`src/rtl/joy_pkg.sv`:
```
// Shared definitions for the Sega DB9 pad scanner: frame phases, pad types,
// and the bit positions used in the decoded button word and raw pin group.
package joy_pkg;

  typedef enum logic [3:0] {
    PH0  = 4'd0,
    PH1  = 4'd1,
    PH2  = 4'd2,
    PH3  = 4'd3,
    PH4  = 4'd4,
    PH5  = 4'd5,
    PH6  = 4'd6,
    PH7  = 4'd7,
    IDLE = 4'd8
  } phase_e;

  localparam logic [1:0] TYPE_ATARI = 2'd0;
  localparam logic [1:0] TYPE_MD3   = 2'd1;
  localparam logic [1:0] TYPE_MD6   = 2'd2;

  // Decoded button word, active high: {Mode,X,Y,Z,Start,A,C,B,R,L,D,U}
  localparam int BIT_U     = 0;
  localparam int BIT_D     = 1;
  localparam int BIT_L     = 2;
  localparam int BIT_R     = 3;
  localparam int BIT_B     = 4;
  localparam int BIT_C     = 5;
  localparam int BIT_A     = 6;
  localparam int BIT_START = 7;
  localparam int BIT_Z     = 8;
  localparam int BIT_Y     = 9;
  localparam int BIT_X     = 10;
  localparam int BIT_MODE  = 11;

  // Raw pin group per port, active low: {p9,p6,right,left,down,up}
  localparam int PIN_UP    = 0;
  localparam int PIN_DOWN  = 1;
  localparam int PIN_LEFT  = 2;
  localparam int PIN_RIGHT = 3;
  localparam int PIN_P6    = 4;
  localparam int PIN_P9    = 5;

  function automatic logic [1:0] pad_type(input logic md, input logic six);
    if (six)     return TYPE_MD6;
    else if (md) return TYPE_MD3;
    else         return TYPE_ATARI;
  endfunction

endpackage

```
`src/rtl/sega_port_decode.sv`:
```
// Per-port shadow decoder: samples one DB9 port at the end of selected phases
// and builds the button word plus the MD/6-button detection flags.
module sega_port_decode
  import joy_pkg::*;
(
  input  logic        clk_i,
  input  logic        res_n_i,
  input  phase_e      phase_i,
  input  logic        sample_i,
  input  logic [5:0]  pins_i,
  output logic [11:0] btn_o,
  output logic [1:0]  type_o
);

  logic [11:0] btn_q;
  logic        md_q;
  logic        six_q;
  logic [5:0]  act;

  assign act = ~pins_i;

  always_ff @(posedge clk_i or negedge res_n_i) begin
    if (!res_n_i) begin
      btn_q <= '0;
      md_q  <= 1'b0;
      six_q <= 1'b0;
    end else if (sample_i) begin
      case (phase_i)
        PH0: begin
          btn_q[BIT_U] <= act[PIN_UP];
          btn_q[BIT_D] <= act[PIN_DOWN];
          btn_q[BIT_L] <= act[PIN_LEFT];
          btn_q[BIT_R] <= act[PIN_RIGHT];
          btn_q[BIT_B] <= act[PIN_P6];
          btn_q[BIT_C] <= act[PIN_P9];
        end
        PH1: begin
          // An MD pad grounds left and right while select is low
          if (!pins_i[PIN_LEFT] && !pins_i[PIN_RIGHT]) begin
            md_q             <= 1'b1;
            btn_q[BIT_A]     <= act[PIN_P6];
            btn_q[BIT_START] <= act[PIN_P9];
          end else begin
            md_q             <= 1'b0;
            btn_q[BIT_A]     <= 1'b0;
            btn_q[BIT_START] <= 1'b0;
          end
        end
        PH5: six_q <= md_q && (pins_i[3:0] == 4'b0000);
        PH6: begin
          if (six_q) begin
            btn_q[BIT_Z]    <= act[PIN_UP];
            btn_q[BIT_Y]    <= act[PIN_DOWN];
            btn_q[BIT_X]    <= act[PIN_LEFT];
            btn_q[BIT_MODE] <= act[PIN_RIGHT];
          end else begin
            btn_q[BIT_Z]    <= 1'b0;
            btn_q[BIT_Y]    <= 1'b0;
            btn_q[BIT_X]    <= 1'b0;
            btn_q[BIT_MODE] <= 1'b0;
          end
        end
        default: ;
      endcase
    end
  end

  assign btn_o  = btn_q;
  assign type_o = pad_type(md_q, six_q);

endmodule

```
`src/rtl/sega_joy_scan.sv`:
```
// Sega DB9 pad scanner: drives the shared select line through an 8-phase
// frame plus idle gap, and commits every port's decoded state at idle entry.
module sega_joy_scan
  import joy_pkg::*;
#(
  parameter int NUM_PORTS    = 2,
  parameter int PHASE_CYCLES = 500,
  parameter int IDLE_PHASES  = 200
) (
  input  logic                    clk_i,
  input  logic                    res_n_i,
  input  logic [NUM_PORTS*6-1:0]  joy_i,
  output logic                    p7_o,
  output logic [NUM_PORTS*12-1:0] joy_o,
  output logic [NUM_PORTS*2-1:0]  type_o,
  output logic                    valid_o,
  output phase_e                  dbg_state_o
);

  localparam int CW = $clog2(PHASE_CYCLES);
  localparam int IW = (IDLE_PHASES > 1) ? $clog2(IDLE_PHASES) : 1;

  logic [CW-1:0] cnt_q;
  logic [IW-1:0] idle_q;
  phase_e        state_q;
  phase_e        state_d;
  logic          phase_end;
  logic          idle_last;
  logic          commit;

  logic [NUM_PORTS*12-1:0] shadow_btn;
  logic [NUM_PORTS*2-1:0]  shadow_type;

  assign phase_end = (cnt_q == CW'(PHASE_CYCLES - 1));
  assign idle_last = (idle_q == IW'(IDLE_PHASES - 1));

  always_ff @(posedge clk_i or negedge res_n_i) begin
    if (!res_n_i)       cnt_q <= '0;
    else if (phase_end) cnt_q <= '0;
    else                cnt_q <= cnt_q + 1'b1;
  end

  always_ff @(posedge clk_i or negedge res_n_i) begin
    if (!res_n_i)                          idle_q <= '0;
    else if (state_q == IDLE && phase_end) idle_q <= idle_last ? '0 : idle_q + 1'b1;
  end

  always_ff @(posedge clk_i or negedge res_n_i) begin
    if (!res_n_i) state_q <= PH0;
    else          state_q <= state_d;
  end

  always_comb begin
    state_d = state_q;
    p7_o    = 1'b1;
    commit  = 1'b0;
    if (phase_end) begin
      if (state_q == IDLE) begin
        if (idle_last) state_d = PH0;
      end else if (state_q == PH7) begin
        state_d = IDLE;
        commit  = 1'b1;
      end else begin
        state_d = phase_e'(state_q + 4'd1);
      end
    end
    // Select is low on the odd phases only
    case (state_q)
      PH1, PH3, PH5, PH7: p7_o = 1'b0;
      default:            p7_o = 1'b1;
    endcase
  end

  assign dbg_state_o = state_q;

  for (genvar p = 0; p < NUM_PORTS; p++) begin : g_port
    sega_port_decode u_dec (
      .clk_i    (clk_i),
      .res_n_i  (res_n_i),
      .phase_i  (state_q),
      .sample_i (phase_end),
      .pins_i   (joy_i[p*6 +: 6]),
      .btn_o    (shadow_btn[p*12 +: 12]),
      .type_o   (shadow_type[p*2 +: 2])
    );
  end

  always_ff @(posedge clk_i or negedge res_n_i) begin
    if (!res_n_i) begin
      joy_o   <= '0;
      type_o  <= '0;
      valid_o <= 1'b0;
    end else begin
      valid_o <= commit;
      if (commit) begin
        joy_o  <= shadow_btn;
        type_o <= shadow_type;
      end
    end
  end

endmodule

```
`config.mk`:
```
export PLATFORM = sky130hd
export DESIGN_NAME = sega_joy_scan
export DESIGN_NICKNAME = d
export VERILOG_FILES = /design/src/rtl/joy_pkg.sv /design/src/rtl/sega_port_decode.sv /design/src/rtl/sega_joy_scan.sv
export SDC_FILE = /design/constraint.sdc
export NUM_CORES = 1
export LEC_CHECK = 0
export ABC_AREA = 1
export BUFFER_PORTS_ARGS = -buffer_cell sky130_fd_sc_hd__buf_4
export CAP_MARGIN = 20
export CORE_MARGIN = 2
export CORE_UTILIZATION = 52
export CTS_CLUSTER_SIZE = 20
export DETAILED_ROUTE_END_ITERATION = 7
export PLACE_DENSITY = 0.76
export SLEW_MARGIN = 30
export SYNTH_ARGS = -nofsm -noshare
export SYNTH_HDL_FRONTEND = slang
export SYNTH_SLANG_ARGS = --single-unit
```
`constraint.sdc`:
```
create_clock -name clk_i -period 1.45 [get_ports clk_i]
set_input_delay 0.0725 -clock clk_i [delete_from_list [all_inputs] [get_ports clk_i]]
set_output_delay 0.0725 -clock clk_i [all_outputs]
set_load 0.02 [all_outputs]
```
Word-level counts from Yosys, hierarchy flattened:

Index checks and enable logic that the tools add are counted.

* memory bits (read-only): 0
* bits in latches: 0
* register bits after elaboration: 78
* word-level logic and storage cells: 67
* RAM bits: 0
* memories kept: 0
* input port bits: 14

* $lt $le $gt $ge: 0
* multipliers: 0
* bitwise gates (word level): 2
* div/mod/pow operators: 0
* mux-type cells: 19
* equality and inequality tests: 9
* reduce and logical (&&, ||, !) cells: 18
* shift operators: 0
* $add $sub $neg: 3

Operators with widths (count)
* $mux 4: 5
* $eq 4x3->1 const B: 3
* $logic_not 4->1: 3
* $not 6->6: 2
* $reduce_and 2->1: 5
* $add 9x1->9 const B: 1
* $eq 9x9->1 const B: 1
* $mux 9: 1
* $add 8x1->8 const B: 1
* $eq 8x8->1 const B: 1
* $mux 1: 8
* $mux 2: 4
* $mux 8: 1
* $logic_and 1x1->1: 5
* $add 4x1->4 const B: 1
* $eq 4x1->1 const B: 1
* $eq 4x2->1 const B: 1
* $eq 4x4->1 const B: 1
* $logic_not 1->1: 4
* $reduce_or 4->1: 1
* $ne 2x2->1 const B: 1

Depth between registers and ports, before layout:

* depth in word-level cells: 4
* mapped depth: 9
* depth with buffers taken out: 9

Hierarchy:

A second synthesis with hierarchy kept.

* cells, all modules: 479
* area, all modules: 3759.9 µm²

Modules (own cells, without submodules)
* sega_joy_scan: area each 2316.0 µm², sequential area each 1251.2 µm², cells an instance 279, instances 1
* sega_port_decode: area each 721.9 µm², sequential area each 350.3 µm², cells an instance 100, instances 2

Least setup slack after synthesis:

Ideal clock, no wire load.

* kind: register -> register
* start point: reg state_q[0] (netlist: dbg_state_o[0])
* end point: reg joy_o[11]
* path slack: -0.156 ns
* arrival time: 1.489 ns
* buffers on the path: 2
* stages on the path, launching flop included: 9
* cells stage by stage: dfrtp_1 -> ha_1 -> nand2_1 -> nor2_2 -> nand3_1 -> buf_2 -> buf_6 -> nand2_1 -> nand2_1

* word-level cells in the longest chain between the ends: 4

Ends and longest elaborated chain
* from (decl): line sega_joy_scan.sv:25 `phase_e state_q;`
* from (signal assigned): line sega_joy_scan.sv:50 `else state_q <= state_d;`
* $eq 4x3->1: line sega_joy_scan.sv:60 `end else if (state_q == PH7) begin`
* $mux 1: line sega_joy_scan.sv:60
* $mux 1 (*): line sega_joy_scan.sv:58 `if (state_q == IDLE) begin`
* $mux 1 (*): line sega_joy_scan.sv:57 `if (phase_end) begin`
* to (signal assigned): line sega_joy_scan.sv:96 `joy_o <= shadow_btn;`
* to (decl): line sega_joy_scan.sv:14 `output logic [NUM_PORTS*12-1:0] joy_o,`

Every way passes the cells marked *; elsewhere a longest branch is shown, timed or not.
A chain may end at the register's enable or synchronous reset.

Worst setup path in the final report:

* start point: reg cnt_q[0]
* end point: reg joy_o[18]

* word-level cells in the longest chain between the ends: 2

Ends and longest elaborated chain
* from (decl): line sega_joy_scan.sv:23 `logic [CW-1:0] cnt_q;`
* from (signal assigned): line sega_joy_scan.sv:40 `else cnt_q <= cnt_q + 1'b1;`
* $eq 9x9->1: line sega_joy_scan.sv:34 `assign phase_end = (cnt_q == CW'(PHASE_CYCLES - 1));`
* $mux 1: line sega_joy_scan.sv:57

Every way passes these cells.

==> flow_metrics.py <==
metrics = {
    "placed_design": {
        "post-dp-hpwl_um": 5560,
        "pre_cts_slack_ps": -135,
        "routabilityCongestion": 0.866,
        "port_buffers": 47,
    },
    "synthesis": {
        "synthesis.nets": 445,
        "synth_top_cell_area_share_pct": 53.7,
        "synthTopCellsByArea": "dfrtp_1 (54%), nand2_1 (18%), o21ai_2 (4.8%), inv_1 (3.8%), nor2_1 (3.0%)",
        "async_flop_share_pct": 100,
        "yosys_most_used_dff": "dfrtp_1",
        "synth_warnings": 0,
        "ys_seq_elements": 78,
        "yosysTopAreaCell": "dfrtp_1",
        "yosysUniqueCellTypes": 28,
        "syn_area_mm2": 0.00364,
        "postSynthAreaPerCell_um2": 8.56,
        "synth_edf_count": 0,
        "synthCells": 425,
        "ys_seq_area_share_pct": 53.7,
        "synth_common_cells": "nand2_1 (175), dfrtp_1 (78), inv_1 (37)",
        "yosysMostFrequentCell": "nand2_1",
    },
    "clock_tree": {
        "numCtsBuffers": 9,
        "cts.sinks": 78,
        "path_clk_slew_ps": 90,
        "clk_latency_ps": 350,
        "h-tree-depth": 3,
        "root_buffer": "clkbuf_8",
        "cts_tree": "built",
        "clock_path_buffers": 2,
    },
    "critical_path": {
        "path_class": "reg -> reg",
        "required_ps": 1740,
        "worstSetupStartpointType": "flip-flop",
        "cp.arrival_ps": 1830,
        "endpoint_kind": "flip-flop",
        "path_max_fanout": 5,
    },
    "floorplan": {
        "die_w_um": 87.6,
        "die_h_um": 87.6,
        "num_rows": 30,
        "core-area_mm2": 0.00679,
        "pin_count": 48,
        "die_area_mm2": 0.00768,
        "start_util_pct": 53.5,
    },
    "grt": {
        "antenna_found_initial": 0,
        "grt_pass1_wl_um": 14000,
        "grt_overflow": 0,
        "grt_pass1_vias": 3128,
        "grt_max_degree": 43,
        "grt_use_total_pct": 23.5,
    },
    "pwr": {
        "power.density_mw_per_mm2": 825,
        "p_leak_nw": 2.75,
        "ir_worst_vdd_v": 0.000521,
    },
    "timing": {
        "tns_ps": -1690,
        "worst_slack_ps": -90.7,
        "max_freq_mhz": 649,
        "period_share_pct": 106,
        "max_slew_margin_pct": 76.3,
        "rsz0062_at_grt": "yes",
        "finalHoldViolCount": 0,
        "finalMaxSlewViolations": 0,
        "worstMarginPinSlew_ps": 355,
        "skew_ps": 7.70,
        "min_period_ps": 1540,
        "setup_viol": 41,
    },
    "final_layout": {
        "drive_above_1_share_pct": 40.2,
        "n_antenna_cell": 0,
        "nets": 558,
        "multi_input_area_mm2": 0.00184,
        "num-fill-cells": 410,
        "seq_area_mm2": 0.00196,
        "area_growth_syn_to_layout_pct": 44.6,
    },
    "worst_hold_path": {
        "hold_class": "in -> async",
    },
    "route": {
        "ant_nets": 0,
        "drt_first_pass_iters": 5,
        "vias_per_cell": 5.15,
        "drt_iter0_markers": 251,
        "drc": 0,
        "totalWireLength_um": 9820,
        "via_count": 3288,
        "wl_per_cell_um": 15.4,
    },
    "run_status": {
        "violations": "negative setup slack",
        "status": "finished, violations left",
    },
    "flow_run": {
        "drv_cap": 0,
    },
}
[state kept, by name, indices dropped and copies added (netlist names)]
register / cells
g_port.u_dec.six_q: 2
joy_o: 24
cnt_q: 9
valid_o: 1
idle_q: 8
type_o: 4
dbg_state_o: 4
g_port.u_dec.btn_o: 24
g_port.u_dec.md_q: 2
[worst paths after layout]
path                                                  to  slack (ps)  startpoint  cells past startpoint
worst max-delay path                           joy_o[18]         -90    cnt_q[0]                      8
worst min-delay path                            joy_o[5]          90     res_n_i                      2
worst max register to register                 joy_o[18]         -90    cnt_q[0]                      8
worst min register to register                 joy_o[20]         490   joy_o[20]                      2
max in group asynchronous                       cnt_q[2]         740     res_n_i                      3
min in group clk_i              g_port[0].u_dec.btn_o[4]         440    joy_i[4]                      3
[worst max-delay path: stages (launching register included)]
cell and delay (ps):
dfrtp_1 420, ha_4 200, nand2_4 60, nor3_4 240
nand3_4 160, inv_6 120, clkbuf_16 160, nand2_2 50
nand2_1 60
[metrics by stage]
step | util, % | std cells | power, W | cell area (um^2) | hold WS (ps)
floorplan | - | 425 | 0.00223 | 3670 | -223
global placement | 63.6 | 591 | 0.00233 | 4320 | -74.2
detailed placement | 63.6 | 591 | 0.00233 | 4320 | -67.7
CTS | 71.3 | 627 | 0.00434 | 4850 | 94.8
global route | 77.4 | 638 | 0.00446 | 5260 | 104
finish | 77.4 | 638 | 0.00434 | 5260 | 92.8
[where the power goes]
| group | switching [W] | total, W | internal, W | leakage (nW) |
|---|---|---|---|---|
| clock | 0.000833 | 0.00202 | 0.00119 | 0.119 |
| sequential | 0 | 0.00217 | 0.00217 | 0.921 |
| combinational | 0.0000832 | 0.000142 | 0.0000584 | 1.71 |
[layout make-up]
cell class | instances | share of cell area (%)
clock inverter | 5 | 2.02
clock buffer | 10 | 2.62
tap | 96 | 2.28
multi-input combinational | 303 | 34.9
sequential | 78 | 37.2
inverter | 39 | 2.97
timing repair buffer | 107 | 17.9
[metal layers]
| layer | track usage (%) | wire length, um | up-vias | share of wire (%) |
|---|---|---|---|---|
| met2 | 41.1 | 5270 | 118 | 54 |
| met5 | 0 | 0 | - | 0 |
| met1 | 28.7 | 3800 | 1577 | 39 |
| met4 | 10.2 | 324 | 0 | 3.3 |
| met3 | 3.58 | 428 | 36 | 4.4 |
| li1 | - | - | 1557 | - |
[what timing repair did]
action | CTS | global route
endpoints found under the hold margin | 92 | 0
endpoints found under the setup margin | 58 | 70
pin swaps | 6 | 25
hold buffers | 13 | 0
setup buffers | 5 | 7
cloned | 3 | 4
gates resized for setup | 26 | 80
[logic make-up (layout without fill, tap and decap cells)]
logic type | after synthesis | in the layout | synth area share (%)
flip-flops | 78 | 78 | 53.7
AO/OA/AOI/OAI | 35 | 35 | 6.95
adder cells (fa/ha/maj) | 6 | 6 | 2.06
AND/OR/NAND/NOR | 255 | 259 | 30.4
XOR/XNOR | 3 | 3 | 0.723
buffers and inverters | 48 | 161 | 6.19
[layout by cell type (no fill, tap or decap), types with 4 or more instances in the layout]
cell           instances
ha_4                   4
buf_4                 82
buf_6                  6
nand4_1                4
o21ai_2               20
nand2_2               31
clkbuf_8              10
o21ai_1                5
dfrtp_1               73
o21ai_0                6
nor2_4                 6
inv_1                 30
nand3_1               18
dfrtp_2                5
nand2_1              141
nand2_4               19
inv_2                  6
nor2_1                20
nor2_2                 4
dlygate4sd3_1         13
buf_12                 4
Power figures use the tool's default switching activity.
